$ cat src/rtl/systolic_skew_feeder_if.sv
// systolic_skew_feeder_if: operand/handshake bundle between a feed controller and the skew feeder.
interface systolic_skew_feeder_if #(
  parameter int N = 2,
  parameter int DW = 8
) ();
  logic start;
  logic stall;
  logic [N*N*DW-1:0] a_mat;
  logic [N*N*DW-1:0] b_mat;
  logic busy;
  logic clear;
  logic [N*DW-1:0] a_out;
  logic [N*DW-1:0] b_out;
  logic feed_valid;
  logic done;
  modport master (output start, stall, a_mat, b_mat, input busy, clear, a_out, b_out, feed_valid, done);
  modport slave (input start, stall, a_mat, b_mat, output busy, clear, a_out, b_out, feed_valid, done);
endinterface

$ cat src/rtl/systolic_skew_feeder.sv
// systolic_skew_feeder: feeds row-skewed A and column-skewed B wavefronts into an NxN systolic array.
// Define FEEDER_STALL_EN to let bus.stall freeze the feed and drain phases.
module systolic_skew_feeder #(
  parameter int N = 2,
  parameter int DW = 8,
  parameter int DRAIN = 2
) (
  input logic clk,
  input logic rst_n,
  systolic_skew_feeder_if.slave bus
);
  localparam int TW = $clog2(2*N);
  localparam logic [TW-1:0] T_LAST = TW'(2*N-2);
  localparam logic [3:0] D_LAST = 4'(DRAIN-1);
  localparam logic [2:0] S_IDLE = 3'd0, S_CLEAR = 3'd1, S_FEED = 3'd2, S_DRAIN = 3'd3, S_DONE = 3'd4;
  localparam logic [2:0] S_POST = (DRAIN == 0) ? S_DONE : S_DRAIN;
  logic [2:0] r_state;
  logic [TW-1:0] r_t;
  logic [3:0] r_d;
  logic [N*N*DW-1:0] r_a, r_b;
  logic [N*DW-1:0] w_a, w_b, r_a_out, r_b_out;
  logic r_clear, r_busy, r_valid, r_done, w_stall;
`ifdef FEEDER_STALL_EN
  assign w_stall = bus.stall && (r_state == S_FEED || r_state == S_DRAIN);
`else
  assign w_stall = bus.stall & 1'b0;
`endif
  // element A[r][k] / B[k][c=r] meets its PE on the wavefront t = r + k
  always_comb begin
    w_a = '0;
    w_b = '0;
    for (int r = 0; r < N; r++)
      for (int k = 0; k < N; k++)
        if (r_state == S_FEED && int'(r_t) == r + k) begin
          w_a[r*DW +: DW] = r_a[(r*N+k)*DW +: DW];
          w_b[r*DW +: DW] = r_b[(k*N+r)*DW +: DW];
        end
  end
  always_ff @(posedge clk or negedge rst_n)
    if (!rst_n) begin
      r_state <= S_IDLE;
      r_t <= '0;
      r_d <= '0;
      r_a <= '0;
      r_b <= '0;
    end else if (!w_stall)
      case (r_state)
        S_IDLE: if (bus.start) begin
          r_a <= bus.a_mat;
          r_b <= bus.b_mat;
          r_state <= S_CLEAR;
        end
        S_CLEAR: begin
          r_t <= '0;
          r_state <= S_FEED;
        end
        S_FEED: if (r_t == T_LAST) begin
          r_d <= '0;
          r_state <= S_POST;
        end else r_t <= r_t + 1'b1;
        S_DRAIN: if (r_d == D_LAST) r_state <= S_DONE; else r_d <= r_d + 1'b1;
        default: r_state <= S_IDLE;
      endcase
  // outputs trail the state by one cycle; a frozen state therefore holds them
  always_ff @(posedge clk or negedge rst_n)
    if (!rst_n) begin
      r_clear <= 1'b0;
      r_busy <= 1'b0;
      r_valid <= 1'b0;
      r_done <= 1'b0;
      r_a_out <= '0;
      r_b_out <= '0;
    end else begin
      r_clear <= r_state == S_CLEAR;
      r_busy <= r_state != S_IDLE;
      r_valid <= r_state == S_FEED;
      r_done <= r_state == S_DONE;
      r_a_out <= w_a;
      r_b_out <= w_b;
    end
  assign bus.clear = r_clear;
  assign bus.busy = r_busy;
  assign bus.feed_valid = r_valid;
  assign bus.done = r_done;
  assign bus.a_out = r_a_out;
  assign bus.b_out = r_b_out;
endmodule

$ cat src/flat_wrapper.sv
// flat-port wrapper written by rule: the top's interface ports become plain ports
module systolic_skew_feeder_flat 
#(
  parameter int N = 2,
  parameter int DW = 8,
  parameter int DRAIN = 2
)
  (clk, rst_n, bus_start, bus_stall, bus_a_mat, bus_b_mat, bus_busy, bus_clear, bus_a_out, bus_b_out, bus_feed_valid, bus_done);
  systolic_skew_feeder_if #(.N(N), .DW(DW)) bus_i ();
  input logic clk;
  input logic rst_n;
  input wire logic [$bits(bus_i.start)-1:0] bus_start;
  input wire logic [$bits(bus_i.stall)-1:0] bus_stall;
  input wire logic [$bits(bus_i.a_mat)-1:0] bus_a_mat;
  input wire logic [$bits(bus_i.b_mat)-1:0] bus_b_mat;
  output wire logic [$bits(bus_i.busy)-1:0] bus_busy;
  output wire logic [$bits(bus_i.clear)-1:0] bus_clear;
  output wire logic [$bits(bus_i.a_out)-1:0] bus_a_out;
  output wire logic [$bits(bus_i.b_out)-1:0] bus_b_out;
  output wire logic [$bits(bus_i.feed_valid)-1:0] bus_feed_valid;
  output wire logic [$bits(bus_i.done)-1:0] bus_done;
  assign bus_i.start = bus_start;
  assign bus_i.stall = bus_stall;
  assign bus_i.a_mat = bus_a_mat;
  assign bus_i.b_mat = bus_b_mat;
  assign bus_busy = bus_i.busy;
  assign bus_clear = bus_i.clear;
  assign bus_a_out = bus_i.a_out;
  assign bus_b_out = bus_i.b_out;
  assign bus_feed_valid = bus_i.feed_valid;
  assign bus_done = bus_i.done;
  systolic_skew_feeder #(.N(N), .DW(DW), .DRAIN(DRAIN)) u_core (.clk(clk), .rst_n(rst_n), .bus(bus_i));
endmodule
$ cat config.mk
export PLATFORM = sky130hd
export DESIGN_NAME = systolic_skew_feeder_flat
export DESIGN_NICKNAME = d
export VERILOG_FILES = /design/src/rtl/systolic_skew_feeder_if.sv /design/src/rtl/systolic_skew_feeder.sv /design/src/flat_wrapper.sv
export SDC_FILE = /design/constraint.sdc
export NUM_CORES = 1
export LEC_CHECK = 0
export ABC_AREA = 1
export CAP_MARGIN = 20
export CORE_MARGIN = 2
export CORE_UTILIZATION = 45
export CTS_CLUSTER_DIAMETER = 60
export DETAILED_ROUTE_END_ITERATION = 12
export PLACE_DENSITY = 0.8
export SYNTH_ARGS = -nofsm -noshare
export SYNTH_HDL_FRONTEND = slang
export SYNTH_SLANG_ARGS = --single-unit
$ cat constraint.sdc
create_clock -name clk -period 4.35 [get_ports clk]
set_input_delay 1.305 -clock clk [delete_from_list [all_inputs] [get_ports clk]]
set_output_delay 1.305 -clock clk [all_outputs]
set_load 0.02 [all_outputs]
After elaboration in Yosys (flattened, before gate mapping)
Index checks and enable logic that the tools add are counted.
{ "op_classes": {"n_addsub": 2, "multipliers": 0, "n_div": 0, "magnitude_cmp": 0, "eq_ne": 13, "shifts": 0, "mux": 17, "bitwise": 0, "reduce_logical": 12} }
{ "ops": {"columns": ["cell", "n"], "rows": [
  ["$mux W8", 8],
  ["$pmux W3 S4", 1],
  ["$mux W3", 3],
  ["$mux W4", 2],
  ["$ne A2 B2 Y1 const B", 4],
  ["$pmux W4 S2", 1],
  ["$eq A2 B2 Y1 const B", 3],
  ["$eq A3 B2 Y1 const B", 2],
  ["$reduce_and A3 Y1", 2],
  ["$add A4 B1 Y4 const B", 1],
  ["$eq A4 B1 Y1 const B", 1],
  ["$pmux W2 S2", 1],
  ["$reduce_and A2 Y1", 2],
  ["$reduce_bool A2 Y1", 2],
  ["$eq A3 B1 Y1 const B", 1],
  ["$eq A3 B3 Y1 const B", 1],
  ["$logic_and A1 B1 Y1", 3],
  ["$logic_not A3 Y1", 1],
  ["$reduce_bool A3 Y1", 1],
  ["$add A2 B1 Y2 const B", 1],
  ["$logic_not A2 Y1", 1],
  ["$mux W2", 1],
  ["$ne A2 B1 Y1 const B", 1]
]} }
{ "word_totals": {"reg_bits": 109, "latchBits": 0, "ram_bits": 0, "romBits": 0, "in_bits": 68, "output_inout_bits": 36, "word_cells": 55, "memories": 0} }

Longest topological paths before layout
Gate-level depths: netlist (run 1).
{ "logic_depth": {"depth_word": 4, "depth_mapped": 8, "mapped_depth_nobuf": 8} }

Worst setup path after synthesis (run 1)
No wires, ideal clock.
{ "synth_timing": {"path_type": "input -> register", "from": "input bus_start", "to": "register u_core.r_a[0]", "setup_ns": 0.130, "arrival_time_ns": 1.841, "t_required_ns": 4.220, "setup_slack_ns": 2.379, "stages": 4, "cell_sequence": "nand3_1 buf_2 clkbuf_1 o21ai_0"} }
{ "synth_via": {"elab_chain_cells": 1} }
{ "synth_rtl": {"columns": ["element", "line", "text"], "rows": [
  ["start: declaration", "flat_wrapper.sv:12", "input wire logic [$bits(bus_i.start)-1:0] bus_start;"],
  ["$reduce_and A2 Y1 (no source line)", null, null],
  ["end signal: assignment", "systolic_skew_feeder.sv:49", "r_a <= bus.a_mat;"],
  ["end: declaration", "systolic_skew_feeder.sv:20", "logic [N*N*DW-1:0] r_a, r_b;"]
]} }
No other way between the ends.
A chain may end at the register's enable or synchronous reset.

Worst setup path in the final report (run 1)
{ "layout_timing": {"from": "register u_core.r_b_out[1] (netlist: u_core.bus.b_out[1])", "to": "output bus_b_out[1]"} }
{ "layout_lines": {"columns": ["element", "line", "text"], "rows": [
  ["start: declaration", "systolic_skew_feeder.sv:21", "logic [N*DW-1:0] w_a, w_b, r_a_out, r_b_out;"],
  ["start signal: assignment", "systolic_skew_feeder.sv:79", "r_b_out <= w_b;"],
  ["end: declaration", "flat_wrapper.sv:19", "output wire logic [$bits(bus_i.b_out)-1:0] bus_b_out;"]
]} }
No word-level cell between the ends.

==> impl_metrics.py, run 1 <==
metrics = {
    "finish": {
        "nFillCells": 858,
        "regArea_um2": 2728,
        "diodes": 0,
        "fin_cells": 699,
        "nNetsFinal": 634,
        "area_growth_syn_to_layout_pct": 30.17,
        "multi_input_area_um2": 1252,
        "final_layout_size_suffix_gt1_frac": 0.06537,
    },
    "drt": {
        "drc_errors": 0,
        "vias": 3308,
        "wl_per_cell_um": 12.95,
        "viasPerCell": 4.732,
        "wl_um": 9052,
        "drt_iter0_markers": 168,
        "postRouteAntennaNets": 0,
        "first_pass_iters": 4,
    },
    "setup_path": {
        "timing_worst_setup_path_type": "reg2out",
        "end_kind": "output pin",
        "arrival_ps": 1360,
        "critPathRequiredTime_ps": 3040,
        "path_delay_family": "buffers and inverters",
        "path_buf_inv": 1,
        "path_cells": "clkdlybuf4s50_1",
        "cp_max_fo": 1,
        "crit_slowest_cell": "clkdlybuf4s50_1",
        "startpoint_type": "flop",
        "cpPeakStageDelay_ps": 630,
    },
    "clock_network": {
        "cts_buffer_depth": 2,
        "tritoncts": "built",
        "insertion_delay_ps": 370,
        "ctsHtreeMaxLevel": 3,
        "cts_root_buf": "clkbuf_8",
        "cts_resized": 0,
        "numCtsBuffers": 9,
        "cts_hold_buf": 0,
        "cts_setup_buffers": 0,
        "clkTransAtPathRegs_ps": 110,
        "cts_sinks": 109,
    },
    "power": {
        "peakVddDrop_uv": 231.0,
        "total_power_mw": 3.502,
        "leakagePower_nw": 2.891,
        "p_per_area_nw_per_um2": 613.7,
    },
    "logic_synthesis": {
        "netlist_instances": 468,
        "synth_compound_area_frac": 0.1056,
        "syn_area_um2": 4383,
        "synth_fa_ha_area_frac": 0.01427,
        "synth_warnings": 0,
        "ys_seq_area_frac": 0.6223,
        "synth_seq_cells": 109,
        "synth_cell_types": 22,
        "syn_nets": 541,
        "synth_xor_area_frac": 0.003997,
        "synth_simple_gate_area_frac": 0.1590,
        "synth_top_family_by_area": "simple AND/OR/NAND/NOR gates",
        "synthMuxAreaShare": 0,
        "syn-mean-instance-area_um2": 9.365,
    },
    "placed_design": {
        "dp_hpwl_um": 6206,
        "place_congestion": 0.7509,
        "buffer_ports.inserted": 102,
        "dpl.cell_count": 683,
    },
    "timing": {
        "fin_crit_ps": 2662,
        "worstMarginPinSlew_ps": 826.2,
        "rsz0062_at_grt": "no",
        "slew_headroom": 0.4492,
        "finClkSkew_ps": 17.04,
        "holdWs_ps": 490.0,
        "fmax_mhz": 375.6,
        "fin_crit_sh": 0.6120,
        "drv_slew": 0,
        "fin_setup_tns_ps": 0,
        "setup_viol": 0,
        "hold_viol": 0,
    },
    "worst_hold_path": {
        "min_path_type": "reg2reg",
    },
    "flow_run": {
        "cap_violations": 0,
    },
    "floorplan": {
        "die-area_um2": 10550,
        "start_util": 0.4568,
        "boundaryPins": 104,
        "dieWidth_um": 102.7,
        "core-area_um2": 9594,
        "die_y_um": 102.7,
        "rows": 36,
    },
    "grt": {
        "antenna_found_initial": 0,
        "grt.overflow.total": 0,
        "grtUsageTotal": 0.1828,
        "grt_pass1_wl_um": 14950,
        "grt_pass1_vias": 3219,
        "grt_max_degree": 81,
    },
    "status": {
        "status": "complete, no violations",
    },
}
[flip-flops by register name, summed over array words and instances (netlist names), 2 cells and up]
| signal | cells |
|---|---|
| u_core.bus.a_out | 16 |
| u_core.bus.b_out | 16 |
| u_core.r_a | 32 |
| u_core.r_b | 32 |
| u_core.r_d | 4 |
| u_core.r_state | 3 |
| u_core.r_t | 2 |
[layout by cell type, fill, tap and decap left out]
cell and count:
nand3_2 1, inv_1 78, inv_8 2, nand4_1 1
dfrtp_1 109, xor2_1 1, a21oi_1 16, nor2_4 1
o21ai_0 59, buf_4 1, buf_12 2, clkdlybuf4s50_1 101
ha_1 5, clkbuf_8 11, nor2_1 20, clkinv_4 1
nand2_2 2, inv_2 2, nand3_4 1, nand2_1 96
inv_6 2, nor2_2 1, xnor2_1 1, o21ai_2 10
nor3_1 1, nand3_1 41
[area by class of cell]
type / instances / share of cell area
clock inverters: 5 / 0.008553
repair buffers: 104 / 0.1855
flip-flops and latches: 109 / 0.4781
clock buffers: 11 / 0.02654
inverters: 80 / 0.05263
well taps: 133 / 0.02917
multi-input cells: 257 / 0.2195
[final timing paths]
path	cells after the start	slack (ps)	startpoint	to
setup / recovery	1	1690	u_core.bus.b_out[1]	bus_b_out[1]
hold / removal	2	490	u_core.r_a[27]	u_core.bus.a_out[11]
setup reg to reg	5	2200	u_core.r_t[1]	u_core.bus.b_out[3]
hold reg to reg	2	490	u_core.r_a[27]	u_core.bus.a_out[11]
max in group asynchronous	2	2600	rst_n	u_core.r_t[0]
min in group asynchronous	1	1000	rst_n	u_core.r_a[29]
[synth_stat cells]
cell	number	area, µm²
dfrtp_1	109	2728
nand2_1	96	360.4
inv_1	78	292.8
o21ai_0	59	295.3
nand3_1	42	210.2
nor2_1	20	75.07
a21oi_1	16	80.08
buf_2	14	70.07
o21ai_2	10	87.58
clkbuf_1	5	18.77
ha_1	5	62.56
buf_6	2	22.52
inv_2	2	7.510
nand2_2	2	12.51
buf_1	1	3.750
nand3_2	1	10.01
nand4_1	1	6.260
nor2_2	1	6.260
nor2_4	1	11.26
nor3_1	1	5.000
xnor2_1	1	8.760
xor2_1	1	8.760
[metrics by stage]
stage | instance area [µm²] | util | worst slack [ps]
2_1_floorplan | 4383 | - | 2379
3_3_place_gp | 5505 | 0.5738 | 1414
3_5_place_dp | 5505 | 0.5738 | 1387
4_1_cts | 5705 | 0.5947 | 1676
5_1_grt | 5705 | 0.5947 | 1625
6_report | 5705 | 0.5947 | 1688
[where the power goes]
group | total, mW | switching [mW] | internal [mW]
registers | 1.63 | 0.204 | 1.43
logic | 1.26 | 0.768 | 0.492
clock network | 0.610 | 0.357 | 0.253
[kinds of logic after synthesis]
| kind of cell | count (synthesis) |
|---|---|
| AND/OR/NAND/NOR | 165 |
| adder cells (fa/ha/maj) | 5 |
| buffers and inverters | 102 |
| AO/OA/AOI/OAI | 85 |
| flip-flops | 109 |
| XOR/XNOR | 2 |
[metal layers]
metal	wire [µm]	global-route usage	vias up
met2	4446	0.3002	82
met1	4042	0.2422	1574
li1	-	-	1633
met5	0	0	-
met3	395	0.02644	19
met4	168	0.08308	0
(Power assumes the default switching activity.)
==> inputs of run 2 (changes only) <==
--- a/config.mk
+++ b/config.mk
@@ -11,7 +11,7 @@
 export CORE_UTILIZATION = 45
 export CTS_CLUSTER_DIAMETER = 60
 export DETAILED_ROUTE_END_ITERATION = 12
-export PLACE_DENSITY = 0.8
+export PLACE_DENSITY = 0.83
 export SYNTH_ARGS = -nofsm -noshare
 export SYNTH_HDL_FRONTEND = slang
 export SYNTH_SLANG_ARGS = --single-unit
==> constraint.sdc (replaced) <==
create_clock -name clk -period 2.3 [get_ports clk]
set_input_delay 0.69 -clock clk [delete_from_list [all_inputs] [get_ports clk]]
set_output_delay 0.69 -clock clk [all_outputs]
set_load 0.02 [all_outputs]
==> run 2 against run 1 <==
Against the previous run: highest routed layer unchanged; critical endpoint is now bus_b_out[10]; clock-buffer cell count decreased by 1; first-iteration DRC count increased by 3.0%; non-clock buffer count increased by 3; global-route usage about the same; sequential share of layout area decreased by 0.23 points; combinational power increased by 91%; sequential power increased by 90%; utilization increased by 0.29 points.
==> impl_metrics.py, run 2 (same netlist as run 1, synthesis figures left out) <==
metrics = {
    "status": {
        "status": "complete, no violations",
    },
    "floorplan": {
        "die-area_um2": 10550,
        "boundaryPins": 104,
        "dieWidth_um": 102.7,
        "rows": 36,
        "start_util": 0.4568,
        "die_y_um": 102.7,
        "core-area_um2": 9594,
    },
    "finish": {
        "final_common_cell": "dfrtp_1",
        "nNetsFinal": 637,
        "stdcell_area_um2": 5733,
        "regArea_um2": 2728,
        "area_growth_syn_to_layout_pct": 30.80,
        "nFillCells": 820,
        "finish.utilization": 0.5975,
        "diodes": 0,
        "final_layout_size_suffix_gt1_frac": 0.07030,
        "layout_common_cells": "dfrtp_1 (109), clkdlybuf4s50_1 (101), nand2_1 (96)",
        "reg.largest.list": "u_core.r_a (32), u_core.r_b (32)",
        "multi_input_area_um2": 1252,
    },
    "timing": {
        "setup_slack_ps": 249.2,
        "fin_crit_ps": 2051,
        "rsz0062_at_grt": "no",
        "setup_viol": 0,
        "finClkSkew_ps": 14.64,
        "drv_slew": 0,
        "worstMarginPinSlew_ps": 726.6,
        "fin_setup_tns_ps": 0,
        "hold_viol": 0,
        "fin_crit_sh": 0.8916,
        "holdWs_ps": 229.7,
        "slew_headroom": 0.5151,
        "fmax_mhz": 487.6,
    },
    "grt": {
        "grt_max_degree": 93,
        "grt.overflow.total": 0,
        "grt_pass1_wl_um": 14820,
        "grtUsageTotal": 0.1828,
        "antenna_found_initial": 0,
        "grt_pass1_vias": 3181,
    },
    "setup_path": {
        "critPathRequiredTime_ps": 1610,
        "cp_max_fo": 1,
        "path_delay_family": "buffers and inverters",
        "cpPeakStageDelay_ps": 630,
        "arrival_ps": 1360,
        "end_kind": "output pin",
        "timing_worst_setup_path_type": "reg2out",
        "path_cells": "clkdlybuf4s50_1",
        "path_buf_inv": 1,
        "startpoint_type": "flop",
        "crit_slowest_cell": "clkdlybuf4s50_1",
    },
    "clock_network": {
        "cts_buffer_depth": 2,
        "cts_sinks": 109,
        "clkTransAtPathRegs_ps": 100,
        "cts_resized": 0,
        "cts_setup_buffers": 0,
        "ctsHtreeMaxLevel": 3,
        "cts_root_buf": "clkbuf_8",
        "tritoncts": "built",
        "numCtsBuffers": 9,
        "cts_hold_buf": 0,
        "insertion_delay_ps": 380,
    },
    "power": {
        "p_sw_mw": 2.508,
        "p_sw_frac": 0.3747,
        "clkPwrFrac": 0.179,
        "leakagePower_nw": 2.900,
        "sequentialPowerShare": 0.462,
        "pwr-share-comb": 0.360,
        "p_int_mw": 4.186,
        "peakVddDrop_uv": 413.0,
        "p_per_area_nw_per_um2": 1168,
    },
    "drt": {
        "drc_errors": 0,
        "wl_um": 9191,
        "vias": 3346,
        "wl_per_cell_um": 13.09,
        "postRouteAntennaNets": 0,
        "first_pass_iters": 4,
        "viasPerCell": 4.766,
        "drt_iter0_markers": 173,
    },
    "placed_design": {
        "place_congestion": 0.7628,
        "buffer_ports.inserted": 102,
        "dp_slack_ps": 311.7,
        "dp_hpwl_um": 6387,
        "placedInstanceArea_um2": 5528,
    },
    "worst_hold_path": {
        "min_path_type": "in2async",
    },
    "flow_run": {
        "cap_violations": 0,
    },
}
-- run 2: cell count changes in the layout (fill, tap and decap cells not counted) --
cell	before	now
inv_8	2	0
clkinv_2	0	1
buf_4	1	4
clkinv_4	1	0
clkinvlp_4	0	2
bufinv_16	0	1
clkbuf_8	11	10
-- run 2: path summary, 6_finish.rpt --
kind                       cells after the start                 start  slack (ps)              endpoint
max                                            1  u_core.bus.b_out[10]         250         bus_b_out[10]
min                                            1                 rst_n         230   u_core.bus.b_out[9]
max reg2reg                                    5     u_core.r_state[0]         310  u_core.bus.b_out[10]
min reg2reg                                    2        u_core.r_a[27]         490  u_core.bus.a_out[11]
max in group asynchronous                      2                 rst_n        1400   u_core.bus.a_out[9]
min in group clk                               2        u_core.r_a[27]         490  u_core.bus.a_out[11]
-- run 2: metrics by stage --
step | cells | power [mW]
final | 702 | 6.694
after global routing | 702 | 7.189
after CTS | 702 | 6.749
after detailed placement | 686 | 5.552
after global placement | 686 | 5.401
after floorplan | 468 | 4.599
-- run 2: layer usage --
| metal | GRT usage | routed length [µm] | vias to the layer above |
|---|---|---|---|
| met2 | 0.2971 | 4699 | 77 |
| li1 | - | - | 1638 |
| met5 | 0 | 0 | - |
| met3 | 0.02576 | 384 | 11 |
| met1 | 0.2415 | 3966 | 1620 |
| met4 | 0.09231 | 140 | 0 |
-- run 2: area by class of cell --
| type | count | share of cell area |
|---|---|---|
| Timing Repair Buffer | 107 | 0.1886 |
| Tap cell | 133 | 0.02903 |
| Multi-Input combinational cell | 257 | 0.2185 |
| Clock inverter | 6 | 0.01179 |
| Clock buffer | 10 | 0.02401 |
| Sequential cell | 109 | 0.4758 |
| Inverter | 80 | 0.05238 |
-- run 2: power groups by stage --
stage,combinational (mW),sequential (mW),clock (mW)
after floorplan,1.32,3.28,0
after global placement,2.32,3.08,0
after detailed placement,2.43,3.12,0
after CTS,2.44,3.09,1.22
after global routing,2.71,3.17,1.31
final,2.41,3.09,1.20
==> inputs of run 3 (changes only) <==
--- a/config.mk
+++ b/config.mk
@@ -11,6 +11,7 @@
 export CORE_UTILIZATION = 45
 export CTS_CLUSTER_DIAMETER = 60
 export DETAILED_ROUTE_END_ITERATION = 12
+export MAX_ROUTING_LAYER = met4
 export PLACE_DENSITY = 0.83
 export SYNTH_ARGS = -nofsm -noshare
 export SYNTH_HDL_FRONTEND = slang
==> run 3 against run 2 <==
Against the previous run: sequential share of layout area stayed put; final cell count stayed put; routed wire length is 0.20% lower; die area stayed put; via count is 0.48% lower; critical path depth stayed put; sequential power hardly changed; first-iteration DRC count is 2.9% higher; clock skew is 3.8 ps lower; critical path type unchanged; largest cell class unchanged; largest power group unchanged.
==> impl_metrics.py, run 3 (same netlist as run 1, synthesis figures left out) <==
metrics = {
    "power": {
        "sequentialPowerShare": 0.462,
        "leakagePower_nw": 2.900,
        "p_sw_frac": 0.3741,
        "peakVddDrop_uv": 411.7,
        "p_int_mw": 4.186,
        "p_per_area_nw_per_um2": 1167,
        "clkPwrFrac": 0.178,
        "p_sw_mw": 2.502,
        "pwr-share-comb": 0.360,
    },
    "drt": {
        "postRouteAntennaNets": 0,
        "dr_wl_met3_um": 313,
        "viasPerCell": 4.744,
        "wl_per_cell_um": 13.07,
        "wl_um": 9173,
        "first_pass_iters": 5,
        "drt_iter0_markers": 178,
        "vias": 3330,
        "top_layer_used": "met4",
        "drc_errors": 0,
        "wl_met2_um": 4687,
        "wl_met1_um": 3983,
    },
    "floorplan": {
        "core-area_um2": 9594,
        "die_y_um": 102.7,
        "start_util": 0.4568,
        "rows": 36,
        "dieWidth_um": 102.7,
        "die-area_um2": 10550,
        "boundaryPins": 104,
    },
    "finish": {
        "final_common_cell": "dfrtp_1",
        "stdcell_area_um2": 5733,
        "layout_common_cells": "dfrtp_1 (109), clkdlybuf4s50_1 (101), nand2_1 (96)",
        "nNetsFinal": 637,
        "diodes": 0,
        "regArea_um2": 2728,
        "area_growth_syn_to_layout_pct": 30.80,
        "reg.largest.list": "u_core.r_a (32), u_core.r_b (32)",
        "nFillCells": 820,
        "fin_cells": 702,
        "final_layout_size_suffix_gt1_frac": 0.07030,
        "multi_input_area_um2": 1252,
    },
    "timing": {
        "setup_slack_ps": 261.5,
        "drv_slew": 0,
        "rsz0062_at_grt": "no",
        "finClkSkew_ps": 10.86,
        "fin_crit_sh": 0.8863,
        "fin_setup_tns_ps": 0,
        "fmax_mhz": 490.6,
        "setup_viol": 0,
        "slew_headroom": 0.5055,
        "holdWs_ps": 232.3,
        "worstMarginPinSlew_ps": 740.9,
        "hold_viol": 0,
        "fin_crit_ps": 2039,
    },
    "setup_path": {
        "path_delay_family": "buffers and inverters",
        "cp_max_fo": 1,
        "end_kind": "output pin",
        "crit_slowest_cell": "clkdlybuf4s50_1",
        "crit-reg2reg-capture": "u_core.bus.b_out[10]",
        "crit_path_start": "u_core.bus.b_out[10]",
        "critPathRequiredTime_ps": 1610,
        "cpPeakStageDelay_ps": 630,
        "path_buf_inv": 1,
        "r2r_start": "u_core.r_state[0]",
        "timing_worst_setup_path_type": "reg2out",
        "r2r_setup_slack_ps": 290,
        "startpoint_type": "flop",
        "arrival_ps": 1350,
        "rr_worst_depth": 5,
        "path_cells": "clkdlybuf4s50_1",
    },
    "clock_network": {
        "cts_hold_buf": 0,
        "cts_resized": 0,
        "ctsHtreeMaxLevel": 3,
        "clkTransAtPathRegs_ps": 100,
        "cts_buffer_depth": 2,
        "numCtsBuffers": 9,
        "cts_setup_buffers": 0,
        "insertion_delay_ps": 370,
        "tritoncts": "built",
        "cts_sinks": 109,
        "cts_root_buf": "clkbuf_8",
    },
    "worst_hold_path": {
        "min_path_type": "in2async",
    },
    "grt": {
        "grt_max_degree": 93,
        "grtUsageTotal": 0.1885,
        "grt.overflow.total": 0,
        "grt_pass1_vias": 3185,
        "grt_pass1_wl_um": 14840,
        "antenna_found_initial": 0,
    },
    "placed_design": {
        "place_congestion": 0.7729,
        "buffer_ports.inserted": 102,
        "dp_slack_ps": 311.7,
        "placedInstanceArea_um2": 5528,
        "dpl.cell_count": 686,
        "dp_hpwl_um": 6387,
    },
    "flow_run": {
        "cap_violations": 0,
    },
    "status": {
        "status": "complete, no violations",
    },
}
run 3: cell counts in the layout (fill, tap and decap cells not counted):
Identical to the previous run, type by type.
run 3: power by group through the flow:
stage          Sequential (mW)  Combinational, mW  Clock (mW)
2_1_floorplan             3.28               1.32           0
3_3_place_gp              3.08               2.32           0
3_5_place_dp              3.12               2.43           0
4_1_cts                   3.09               2.44        1.22
5_1_grt                   3.17               2.71        1.30
6_report                  3.09               2.41        1.19
run 3: layout make-up:
type / instances / share of cell area
clock buffers: 10 / 0.02401
flip-flops and latches: 109 / 0.4758
multi-input cells: 257 / 0.2185
well taps: 133 / 0.02903
clock inverters: 6 / 0.01179
repair buffers: 107 / 0.1886
inverters: 80 / 0.05238
run 3: layer usage:
metal	global-route usage	vias to the layer above
met3	0.02508	13
met1	0.2415	1614
met5	-	-
met4	0.09231	0
met2	0.2976	64
li1	-	1639
run 3: how the worst max path moves through the flow:
stage | end | slack [ps] | cells after the start
floorplan | u_core.bus.a_out[1] | 930 | 6
global placement | u_core.bus.a_out[15] | 400 | 5
detailed placement | u_core.bus.b_out[10] | 310 | 5
CTS | bus_b_out[10] | 240 | 1
global route | u_core.bus.b_out[15] | 130 | 5
finish | bus_b_out[10] | 260 | 1
run 3: per-stage QoR:
step / power [mW] / util
finish: 6.688 / 0.5975
global route: 7.188 / 0.5975
CTS: 6.749 / 0.5975
global placement: 5.401 / 0.5762
floorplan: 4.599 / -
detailed placement: 5.552 / 0.5762
